===== config.mk =====
export PLATFORM = sky130hd
export DESIGN_NAME = vm_txn_engine
export DESIGN_NICKNAME = d
export VERILOG_FILES = /design/src/rtl/vm_txn_engine_pkg.sv /design/src/rtl/vm_wait_timer.sv /design/src/rtl/vm_txn_engine.sv
export SDC_FILE = /design/constraint.sdc
export NUM_CORES = 1
export LEC_CHECK = 0
export BUFFER_PORTS_ARGS = -buffer_cell sky130_fd_sc_hd__buf_2
export CAP_MARGIN = 20
export CELL_PAD_IN_SITES_DETAIL_PLACEMENT = 1
export CELL_PAD_IN_SITES_GLOBAL_PLACEMENT = 1
export CORE_MARGIN = 2
export CORE_UTILIZATION = 47
export CTS_CLUSTER_SIZE = 28
export DETAILED_ROUTE_END_ITERATION = 10
export GPL_TIMING_DRIVEN = 0
export PLACE_DENSITY = 0.87
export SLEW_MARGIN = 5
export SYNTH_ARGS = -nofsm -noshare
export SYNTH_HDL_FRONTEND = slang
export SYNTH_SLANG_ARGS = --single-unit

===== constraint.sdc =====
create_clock -name clk -period 17.85 [get_ports clk]
set_clock_uncertainty 0.1 [all_clocks]
set_input_delay 0.8925 -clock clk [delete_from_list [all_inputs] [get_ports clk]]
set_output_delay 0.8925 -clock clk [all_outputs]
set_load 0.01 [all_outputs]

===== src/rtl/vm_txn_engine_pkg.sv =====
// Shared definitions for the vending-machine transaction engine: sizes,
// coin values, item prices and the engine state encoding.
// Contents: kNum*/kTotalBits/kMaxTotal/kWaitTime, coin_value[], item_price[], state_e.
package vending_machine_def;

  localparam int kNumCoins  = 3;
  localparam int kNumItems  = 4;
  localparam int kTotalBits = 31;
  localparam int kMaxTotal  = 100000;
  localparam int kWaitTime  = 10;
  localparam int kTimerBits = $clog2(kWaitTime + 1);

  // One extra bit over the total so sums and compares never wrap.
  typedef logic [kTotalBits:0] ext_total_t;

  // Coin values must stay ascending: the change picker scans from the top.
  localparam ext_total_t coin_value [kNumCoins] = '{100, 500, 1000};
  localparam ext_total_t item_price [kNumItems] = '{400, 500, 1000, 2000};

  typedef enum logic [1:0] {
    IDLE   = 2'd0,
    ACTIVE = 2'd1,
    RETURN = 2'd2
  } state_e;

endpackage


===== src/rtl/vm_wait_timer.sv =====
// Inactivity timer: reloads to kWaitTime on i_load, otherwise counts down on
// i_dec and saturates at zero; o_expired is high while the count is zero.
// Ports: clk, rst_n, i_load, i_dec, o_expired.
module vm_wait_timer
  import vending_machine_def::*;
(
  input  logic clk,
  input  logic rst_n,
  input  logic i_load,
  input  logic i_dec,
  output logic o_expired
);

  logic [kTimerBits-1:0] count_q;
  logic [kTimerBits-1:0] count_d;

  always_comb begin
    count_d = count_q;
    if (i_load) begin
      count_d = kTimerBits'(kWaitTime);
    end else if (i_dec && (count_q != '0)) begin
      count_d = count_q - 1'b1;
    end
  end

  always_ff @(posedge clk or negedge rst_n) begin
    if (!rst_n) begin
      count_q <= '0;
    end else begin
      count_q <= count_d;
    end
  end

  assign o_expired = (count_q == '0);

endmodule


===== src/rtl/vm_txn_engine.sv =====
// Vending-machine transaction engine: turns coins, selects and return requests
// into the next total, and runs the coin-by-coin change-return sequencer.
// Ports: clk, reset_n, coin/select/return inputs, current_total in,
//        current_total_nxt/o_available_item (comb), o_output_item/o_return_coin/o_busy (registered).
module vm_txn_engine
  import vending_machine_def::*;
(
  input  logic                  clk,
  input  logic                  reset_n,
  input  logic [kNumCoins-1:0]  i_input_coin,
  input  logic [kNumItems-1:0]  i_select_item,
  input  logic                  i_trigger_return,
  input  logic [kTotalBits-1:0] current_total,
  output logic [kTotalBits-1:0] current_total_nxt,
  output logic [kNumItems-1:0]  o_available_item,
  output logic [kNumItems-1:0]  o_output_item,
  output logic [kNumCoins-1:0]  o_return_coin,
  output logic                  o_busy
);

  state_e               state_q, state_d;
  logic [kNumItems-1:0] output_item_q, output_item_d;
  logic [kNumCoins-1:0] return_coin_q, return_coin_d;
  logic                 busy_q, busy_d;

  ext_total_t           total_ext;
  ext_total_t           coin_sum;
  ext_total_t           accepted_sum;
  ext_total_t           avail_ext;
  ext_total_t           sel_price;
  ext_total_t           change_val;
  ext_total_t           nxt_ext;
  logic [kNumItems-1:0] sel_onehot;
  logic [kNumCoins-1:0] change_coin;
  logic                 change_found;
  logic                 dispense;
  logic                 timer_load;
  logic                 timer_dec;
  logic                 timer_expired;
  logic                 nxt_unused_msb;

  vm_wait_timer u_wait_timer (
    .clk       (clk),
    .rst_n     (reset_n),
    .i_load    (timer_load),
    .i_dec     (timer_dec),
    .o_expired (timer_expired)
  );

  assign total_ext = {1'b0, current_total};

  // Keep only the lowest-index requested item.
  assign sel_onehot = i_select_item & (~i_select_item + 1'b1);

  always_comb begin
    coin_sum  = '0;
    sel_price = '0;
    for (int c = 0; c < kNumCoins; c++) begin
      if (i_input_coin[c]) coin_sum = coin_sum + coin_value[c];
    end
    for (int i = 0; i < kNumItems; i++) begin
      if (sel_onehot[i]) sel_price = sel_price | item_price[i];
    end
  end

  always_comb begin
    state_d       = state_q;
    output_item_d = '0;
    return_coin_d = '0;
    nxt_ext       = total_ext;
    accepted_sum  = '0;
    avail_ext     = total_ext;
    dispense      = 1'b0;
    timer_load    = 1'b0;
    timer_dec     = 1'b0;
    change_found  = 1'b0;
    change_coin   = '0;
    change_val    = '0;

    case (state_q)
      IDLE, ACTIVE: begin
        // An overflowing insert is rejected as a whole and handed straight back.
        if ((total_ext + coin_sum) > ext_total_t'(kMaxTotal)) begin
          return_coin_d = i_input_coin;
        end else begin
          accepted_sum = coin_sum;
        end
        avail_ext = total_ext + accepted_sum;
        dispense  = (sel_onehot != '0) && (avail_ext >= sel_price);
        if (dispense) begin
          nxt_ext       = avail_ext - sel_price;
          output_item_d = sel_onehot;
        end else begin
          nxt_ext = avail_ext;
        end
        timer_load = (accepted_sum != '0) || dispense;
        timer_dec  = (state_q == ACTIVE) && !timer_load;

        if (nxt_ext == '0) begin
          state_d = IDLE;
        end else if (i_trigger_return) begin
          // A return request in the same cycle as money/select still honours
          // that activity first; the sequencer starts on the next edge.
          state_d = RETURN;
        end else if (state_q == ACTIVE && timer_expired && !timer_load) begin
          state_d = RETURN;
        end else begin
          state_d = ACTIVE;
        end
      end

      RETURN: begin
        // Largest coin not exceeding the remaining total.
        for (int c = kNumCoins - 1; c >= 0; c--) begin
          if (!change_found && (coin_value[c] <= total_ext)) begin
            change_found   = 1'b1;
            change_coin[c] = 1'b1;
            change_val     = coin_value[c];
          end
        end
        // Coins inserted while returning are not accepted; they ride back out.
        return_coin_d = change_coin | i_input_coin;
        nxt_ext       = change_found ? (total_ext - change_val) : '0;
        if (nxt_ext == '0) state_d = IDLE;
      end

      default: begin
        state_d = IDLE;
      end
    endcase

    busy_d = (state_d == RETURN);
  end

  assign current_total_nxt = nxt_ext[kTotalBits-1:0];
  assign nxt_unused_msb    = nxt_ext[kTotalBits];

  always_comb begin
    o_available_item = '0;
    for (int i = 0; i < kNumItems; i++) begin
      o_available_item[i] = (state_q != RETURN) && (total_ext >= item_price[i]);
    end
  end

  always_ff @(posedge clk or negedge reset_n) begin
    if (!reset_n) begin
      state_q       <= IDLE;
      output_item_q <= '0;
      return_coin_q <= '0;
      busy_q        <= 1'b0;
    end else begin
      state_q       <= state_d;
      output_item_q <= output_item_d;
      return_coin_q <= return_coin_d;
      busy_q        <= busy_d;
    end
  end

  assign o_output_item = output_item_q;
  assign o_return_coin = return_coin_q;
  assign o_busy        = busy_q;

endmodule


Yosys cells after proc, flatten, opt, wreduce, memory -nomap -nowiden
Index checks and enable logic that the tools add are counted.

Register bits after elaboration: 14. Input bits: 41. Output and inout port bits: 43. Word-level logic and storage cells: 93.

Add/sub/neg operators: 8. Order comparisons: 9. Equality and inequality tests: 4. Multiplexer cells: 40. Bitwise gates (word level): 3. Reduce and logical (&&, ||, !) cells: 24.

Operators by type and width (count): $mux W32 (10); $add A31 B32 Y32 (2); $logic_not A32 Y1 (2); $ge A31 B9 Y1 const B (2); $pmux W31 S2 (1); $add A32 B10 Y32 const B (1); $add A32 B9 Y32 const B (1); $ge A32 B32 Y1 (1); $gt A32 B17 Y1 const B (1); $reduce_bool A32 Y1 (1); $sub A31 B32 Y32 (1); $sub A32 B32 Y32 (1); $ge A31 B10 Y1 const B (1); $ge A31 B11 Y1 const B (1); $le A10 B31 Y1 const A (1); $le A7 B31 Y1 const A (1); $le A9 B31 Y1 const A (1); $mux W10 (2); $mux W9 (2); $mux W4 (4); $mux W1 (12); $logic_and A1 B1 Y1 (11); $mux W11 (1); $mux W2 (4); other kinds (19) (23).

Depth between registers and ports, before layout
Depth in word-level cells: 20. Mapped depth: 36. Depth with buffers taken out: 35.

Modules after synthesis
From an unflattened synthesis, not the netlist that was laid out.

Cell total of the unflattened synthesis: 852. Area, all modules: 5781.8 um^2.

Modules (own cells, without submodules): vm_txn_engine (instances 1, cells each 830, area each 5564.1 um^2, seq. area each 250.2 um^2); vm_wait_timer (instances 1, cells each 22, area each 217.7 um^2, seq. area each 100.1 um^2).

Least setup slack after synthesis
Ideal clock, no wire load.

Path type: input to output. Start: input i_input_coin[2]. End: output current_total_nxt[16]. Data arrival time: 8.012 ns. Required time: 16.857 ns. Setup slack: 8.845 ns. Cell stages on the path: 35. Buffers on the path: 3. Cell sequence: clkbuf_1 xor2_1 inv_1 fa_1 nor2b_1 o21a_1 o21ai_1 a211oi_1 o21ai_1 or4_1 xnor2_1 o2111ai_1 nor2_1 and2_1 ha_1 inv_1 fa_1 nand2b_1 a21o_1 nand2_1 xor2_1 ha_1 o21ai_0 nand2_1 a31o_2 a21oi_1 o311ai_2 or2_1 or3_4 o21ai_4 buf_4 buf_4 nor2_1 xnor2_1 a21boi_0.

Longest elaborated chain between the ends: 11. Elaborated cells on any way between the ends: 12. Classes of those cells: 3 x add/sub; 2 x order compare; 6 x mux; 1 x reduce/logical.

Ends and longest elaborated chain: start, declared (line vm_txn_engine.sv:10) `input logic [kNumCoins-1:0] i_input_coin,`; $mux W32 * (line vm_txn_engine.sv:59) `if (i_input_coin[c]) coin_sum = coin_sum + coin_value[c];`; $add A31 B32 Y32 (line vm_txn_engine.sv:83) `if ((total_ext + coin_sum) > ext_total_t'(kMaxTotal)) begin`; $gt A32 B17 Y1 (line vm_txn_engine.sv:83); $mux W32 * (line vm_txn_engine.sv:83); $mux W32 * (line vm_txn_engine.sv:80) `case (state_q)`; $add A31 B32 Y32 * (line vm_txn_engine.sv:88) `avail_ext = total_ext + accepted_sum;`; $ge A32 B32 Y1 (line vm_txn_engine.sv:89) `dispense = (sel_onehot != '0) && (avail_ext >= sel_price);`; $logic_and A1 B1 Y1 (line vm_txn_engine.sv:89); $mux W32 * (line vm_txn_engine.sv:90) `if (dispense) begin`; $mux W32 * (line vm_txn_engine.sv:80); $pmux W31 S2 * (line vm_txn_engine.sv:80); end, declared (line vm_txn_engine.sv:14) `output logic [kTotalBits-1:0] current_total_nxt,`.

Every way passes the cells marked *; elsewhere a longest branch is shown, timed or not. The select of a mux whose other input is x is not followed.

Final worst setup path
Start: input i_input_coin[1]. End: output current_total_nxt[2].

Longest elaborated chain between the ends: 13. Elaborated cells on any way between the ends: 14. Classes of those cells: 4 x add/sub; 2 x order compare; 7 x mux; 1 x reduce/logical.

Ends and longest elaborated chain (line): $mux W32 * (vm_txn_engine.sv:59); $add A32 B10 Y32 (vm_txn_engine.sv:59); $mux W32 * (vm_txn_engine.sv:59); $add A31 B32 Y32 (vm_txn_engine.sv:83); $gt A32 B17 Y1 (vm_txn_engine.sv:83); $mux W32 * (vm_txn_engine.sv:83); $mux W32 * (vm_txn_engine.sv:80); $add A31 B32 Y32 * (vm_txn_engine.sv:88); $ge A32 B32 Y1 (vm_txn_engine.sv:89); $logic_and A1 B1 Y1 (vm_txn_engine.sv:89); $mux W32 * (vm_txn_engine.sv:90); $mux W32 * (vm_txn_engine.sv:80); $pmux W31 S2 * (vm_txn_engine.sv:80).

Marks and branches as above.

==> impl_metrics.prom <==
# TYPE chip_impl_metric gauge
chip_impl_metric{name="multi_input_area",unit="µm²"} 5350
chip_impl_metric{name="slowest_stage_delay_on_critical_path",unit="ns"} 0.54
chip_impl_metric{name="antenna_violating_nets_post_route",unit=""} 0
chip_impl_info{name="cts_root_buffer",value="clkbuf_16"} 1
chip_impl_metric{name="clock.fmax",unit="GHz"} 0.0883
chip_impl_metric{name="cp_max_fo",unit=""} 10
chip_impl_metric{name="register_area",unit="µm²"} 350
chip_impl_metric{name="fin_nets",unit=""} 1057
chip_impl_metric{name="area_share_of_the_largest_cell_type_after_synthesis",unit="%"} 8.47
chip_impl_metric{name="synth.cell_area",unit="µm²"} 6060
chip_impl_metric{name="final-setup-viol-count",unit=""} 0
chip_impl_metric{name="setup-tns-final",unit="ns"} 0
chip_impl_metric{name="clkLatencyLatePin",unit="ns"} 0.24
chip_impl_metric{name="grt_remaining_overflow",unit=""} 0
chip_impl_info{name="regToRegEndpoint",value="o_busy$_DFF_PN0_"} 1
chip_impl_metric{name="p_seq_share",unit="%"} 10.3
chip_impl_metric{name="diodes",unit=""} 0
chip_impl_metric{name="clkSinkCount",unit=""} 14
chip_impl_metric{name="postSynthNetCount",unit=""} 974
chip_impl_metric{name="pwr-share-clk",unit="%"} 12.0
chip_impl_metric{name="power.ir.vdd_worst",unit="µV"} 40.0
chip_impl_metric{name="net_switching_component_of_the_power",unit="µW"} 223
chip_impl_metric{name="drt_first_pass_iters",unit=""} 5
chip_impl_metric{name="post_dp_hpwl",unit="µm"} 21300
chip_impl_metric{name="initial_antenna_violation_count",unit=""} 1
chip_impl_info{name="crit-reg2reg-launch",value="state_q[1]$_DFF_PN0_"} 1
chip_impl_metric{name="post_cts.resized_instances",unit=""} 0
chip_impl_metric{name="vias_in_the_first_global_route",unit=""} 7447
chip_impl_info{name="grt_setup_unrepaired",value="false"} 1
chip_impl_metric{name="async_reset_ff_share",unit="%"} 100
chip_impl_info{name="critical_path.most_common_cell",value="ha_1"} 1
chip_impl_metric{name="hold_viol_final",unit=""} 0
chip_impl_metric{name="io_pins",unit=""} 84
chip_impl_metric{name="synth.lib_cells_used.distinct",unit=""} 94
chip_impl_metric{name="synthCells",unit=""} 888
chip_impl_metric{name="route.vias.total",unit=""} 7706
chip_impl_metric{name="netSwitchingFraction",unit="%"} 56.7
chip_impl_info{name="final_cell_mix",value="91 x nor2_1, 89 x buf_2, 68 x nand2_1"} 1
chip_impl_metric{name="number_of_buffer_cells_added_on_primary_ports",unit=""} 78
chip_impl_metric{name="final_min_period_over_clock_period",unit="%"} 63.5
chip_impl_metric{name="grt_start_max_net_pins",unit=""} 15
chip_impl_metric{name="start_util",unit="%"} 48.0
chip_impl_metric{name="die_height",unit="µm"} 118
chip_impl_metric{name="synth.avg_cell_area",unit="µm²"} 6.82
chip_impl_metric{name="cts_hold_fix_bufs",unit=""} 0
chip_impl_info{name="ys_dominant_reg_cell",value="dfrtp_1"} 1
chip_impl_metric{name="post-cts-setup-buffer-count",unit=""} 0
chip_impl_metric{name="placed_area",unit="µm²"} 6670
chip_impl_metric{name="synth_edf_count",unit=""} 0
chip_impl_metric{name="cellLeakagePower",unit="µW"} 0.00269
chip_impl_info{name="post-synth-top-area-cell",value="ha_1"} 1
chip_impl_metric{name="worst_slew_pin_slew",unit="ns"} 0.907
chip_impl_info{name="setup.worst_path.start_class",value="primary input"} 1
chip_impl_metric{name="core_area",unit="µm²"} 12600
chip_impl_metric{name="pwr_density_cell",unit="nW/µm²"} 58.3
chip_impl_metric{name="area_delta_synth_final",unit="%"} 11.5
chip_impl_metric{name="drive_above_1_share",unit="%"} 15.4
chip_impl_info{name="outcome",value="completed"} 1
chip_impl_metric{name="groute.usage.overall",unit="%"} 36.7
chip_impl_metric{name="row_count",unit=""} 41
chip_impl_metric{name="die_area",unit="µm²"} 13800
chip_impl_metric{name="finalPower",unit="µW"} 394
chip_impl_metric{name="fp.dieW",unit="µm"} 118
chip_impl_metric{name="slew_viol_final",unit=""} 0
chip_impl_metric{name="drcViolationCount",unit=""} 0
chip_impl_info{name="layout.cells.most_common",value="nor2_1"} 1
chip_impl_metric{name="layout.filler_cells",unit=""} 1752
chip_impl_info{name="worst_setup_path_end_kind",value="primary output"} 1
chip_impl_metric{name="maxcap_violations",unit=""} 0
chip_impl_metric{name="finalWeightedCongestion",unit=""} 1.01
chip_impl_info{name="ys_top_cells_by_area",value="ha_1 8.5%, xnor2_1 7.1%, dfrtp_1 5.8%, nor2_1 5.6%, o21ai_0 5.5%"} 1
chip_impl_metric{name="setup.reg_to_reg.worst_slack",unit="ns"} 14.68
chip_impl_metric{name="detail_route.wirelength",unit="µm"} 26400
chip_impl_metric{name="worst_r2r_path_cells",unit=""} 7
chip_impl_info{name="worst_hold_path_type",value="primary input to asynchronous set/reset pin"} 1
chip_impl_metric{name="yosysSeqAreaShare",unit="%"} 5.78
chip_impl_metric{name="power.combinational.fraction",unit="%"} 77.6
chip_impl_metric{name="minimum_clock_period",unit="ns"} 11.33
chip_impl_metric{name="synth_warnings",unit=""} 0
chip_impl_metric{name="slew_headroom",unit="%"} 39.1
chip_impl_metric{name="detail_route.vias_per_cell",unit=""} 6.75
chip_impl_metric{name="h-tree-depth",unit=""} 1
chip_impl_info{name="worstSetupPathType",value="primary input to primary output"} 1
chip_impl_metric{name="final_area",unit="µm²"} 6750
chip_impl_metric{name="cts_max_path_buffers",unit=""} 2
chip_impl_metric{name="postSynthRegisterBits",unit=""} 14
chip_impl_metric{name="routedWlPerCell",unit="µm"} 23.1
chip_impl_metric{name="worstPathRequired",unit="ns"} 16.86
chip_impl_metric{name="detailedRoute.firstIterationViolations",unit=""} 836
chip_impl_info{name="critPathSlowestCell",value="a211oi_1"} 1
chip_impl_metric{name="arrival_time_of_data_at_the_critical_path_endpoint",unit="ns"} 10.34
chip_impl_metric{name="grt_first_pass_wirelength",unit="µm"} 41300
chip_impl_metric{name="cts_buffers",unit=""} 3
chip_impl_info{name="tritoncts_clock_tree",value="done"} 1
chip_impl_metric{name="intPower",unit="µW"} 171
chip_impl_metric{name="clk_transition_reported_paths",unit="ns"} 0.05
cells in the mapped netlist (13+ instances only):
master     n
nor2_1    91
nand2_1   68
o21ai_0   67
a21oi_1   57
xnor2_1   49
ha_1      41
nor3_1    37
inv_1     34
nand3_1   31
clkbuf_1  29
nand4_1   24
xor2_1    21
a211oi_1  20
and2_1    16
a21o_1    14
and3_1    14
dfrtp_1   14
or3_1     13
critical path, delay by kind of cell:
kind                       cells  cell delay (ns)
AOI/OAI and AO/OA             13             3.49
adders and majority gates      6             1.92
and+or+nand+nor               10             2.53
buffers and inverters          7             1.01
xor gates and xnor gates       2             0.46
cell families after synthesis:
logic type	synth area share [%]
adders and majority gates	9.79
AOI/OAI and AO/OA	32.9
xor gates and xnor gates	10.7
and+or+nand+nor	33.1
DFF	5.78
muxes	2.00
buffers and inverters	5.86
per-layer routing:
metal  wire, µm  up-vias  GRT usage [%]
met1      11500     3719           51.5
met3       2150       74           4.31
met4        843        2           11.2
met5         13        -              0
met2      11800      420           59.0
li1           -     3491              -
power groups by stage:
| stage | clock [µW] | sequential [µW] | combinational (µW) |
|---|---|---|---|
| 2_1_floorplan | 0 | 43.7 | 169 |
| 3_3_place_gp | 0 | 40.6 | 286 |
| 3_5_place_dp | 0 | 40.9 | 293 |
| 4_1_cts | 47.5 | 40.6 | 295 |
| 5_1_grt | 50.2 | 41.0 | 323 |
| 6_report | 47.4 | 40.6 | 306 |
through the flow:
stage / hold slack, ns / cells / setup WS [ns] / utilization (%)
after CTS: 0.454 / 1142 / 6.68 / 53.5
after global routing: 0.453 / 1142 / 6.01 / 53.5
after floorplan: 0.402 / 888 / 8.85 / -
after global placement: 0.435 / 1138 / 7.04 / 52.8
after detailed placement: 0.449 / 1138 / 6.72 / 52.8
final: 0.442 / 1142 / 6.52 / 53.5
worst max-delay path by stage:
stage / startpoint / to / cells after the start
floorplan: i_input_coin[2] / current_total_nxt[16] / 35
global placement: i_input_coin[2] / current_total_nxt[4] / 36
detailed placement: i_input_coin[2] / current_total_nxt[4] / 36
CTS: i_input_coin[2] / current_total_nxt[4] / 36
global route: i_input_coin[2] / current_total_nxt[2] / 36
finish: i_input_coin[1] / current_total_nxt[2] / 38
sequential cells by signal, summed over array words and instances, names as in the netlist:
| signal | cells |
|---|---|
| state_q | 2 |
| u_wait_timer.count_q | 4 |
| o_busy | 1 |
| o_return_coin | 3 |
| o_output_item | 4 |
area by class of cell:
cell class | instances | share of cell area [%]
flip-flops and latches | 14 | 5.19
clock buffers | 4 | 1.32
repair buffers | 78 | 5.78
multi-input cells | 790 | 79.3
well taps | 172 | 3.19
plain buffers | 49 | 3.32
inverters | 35 | 1.95
(Power assumes the default switching activity.)
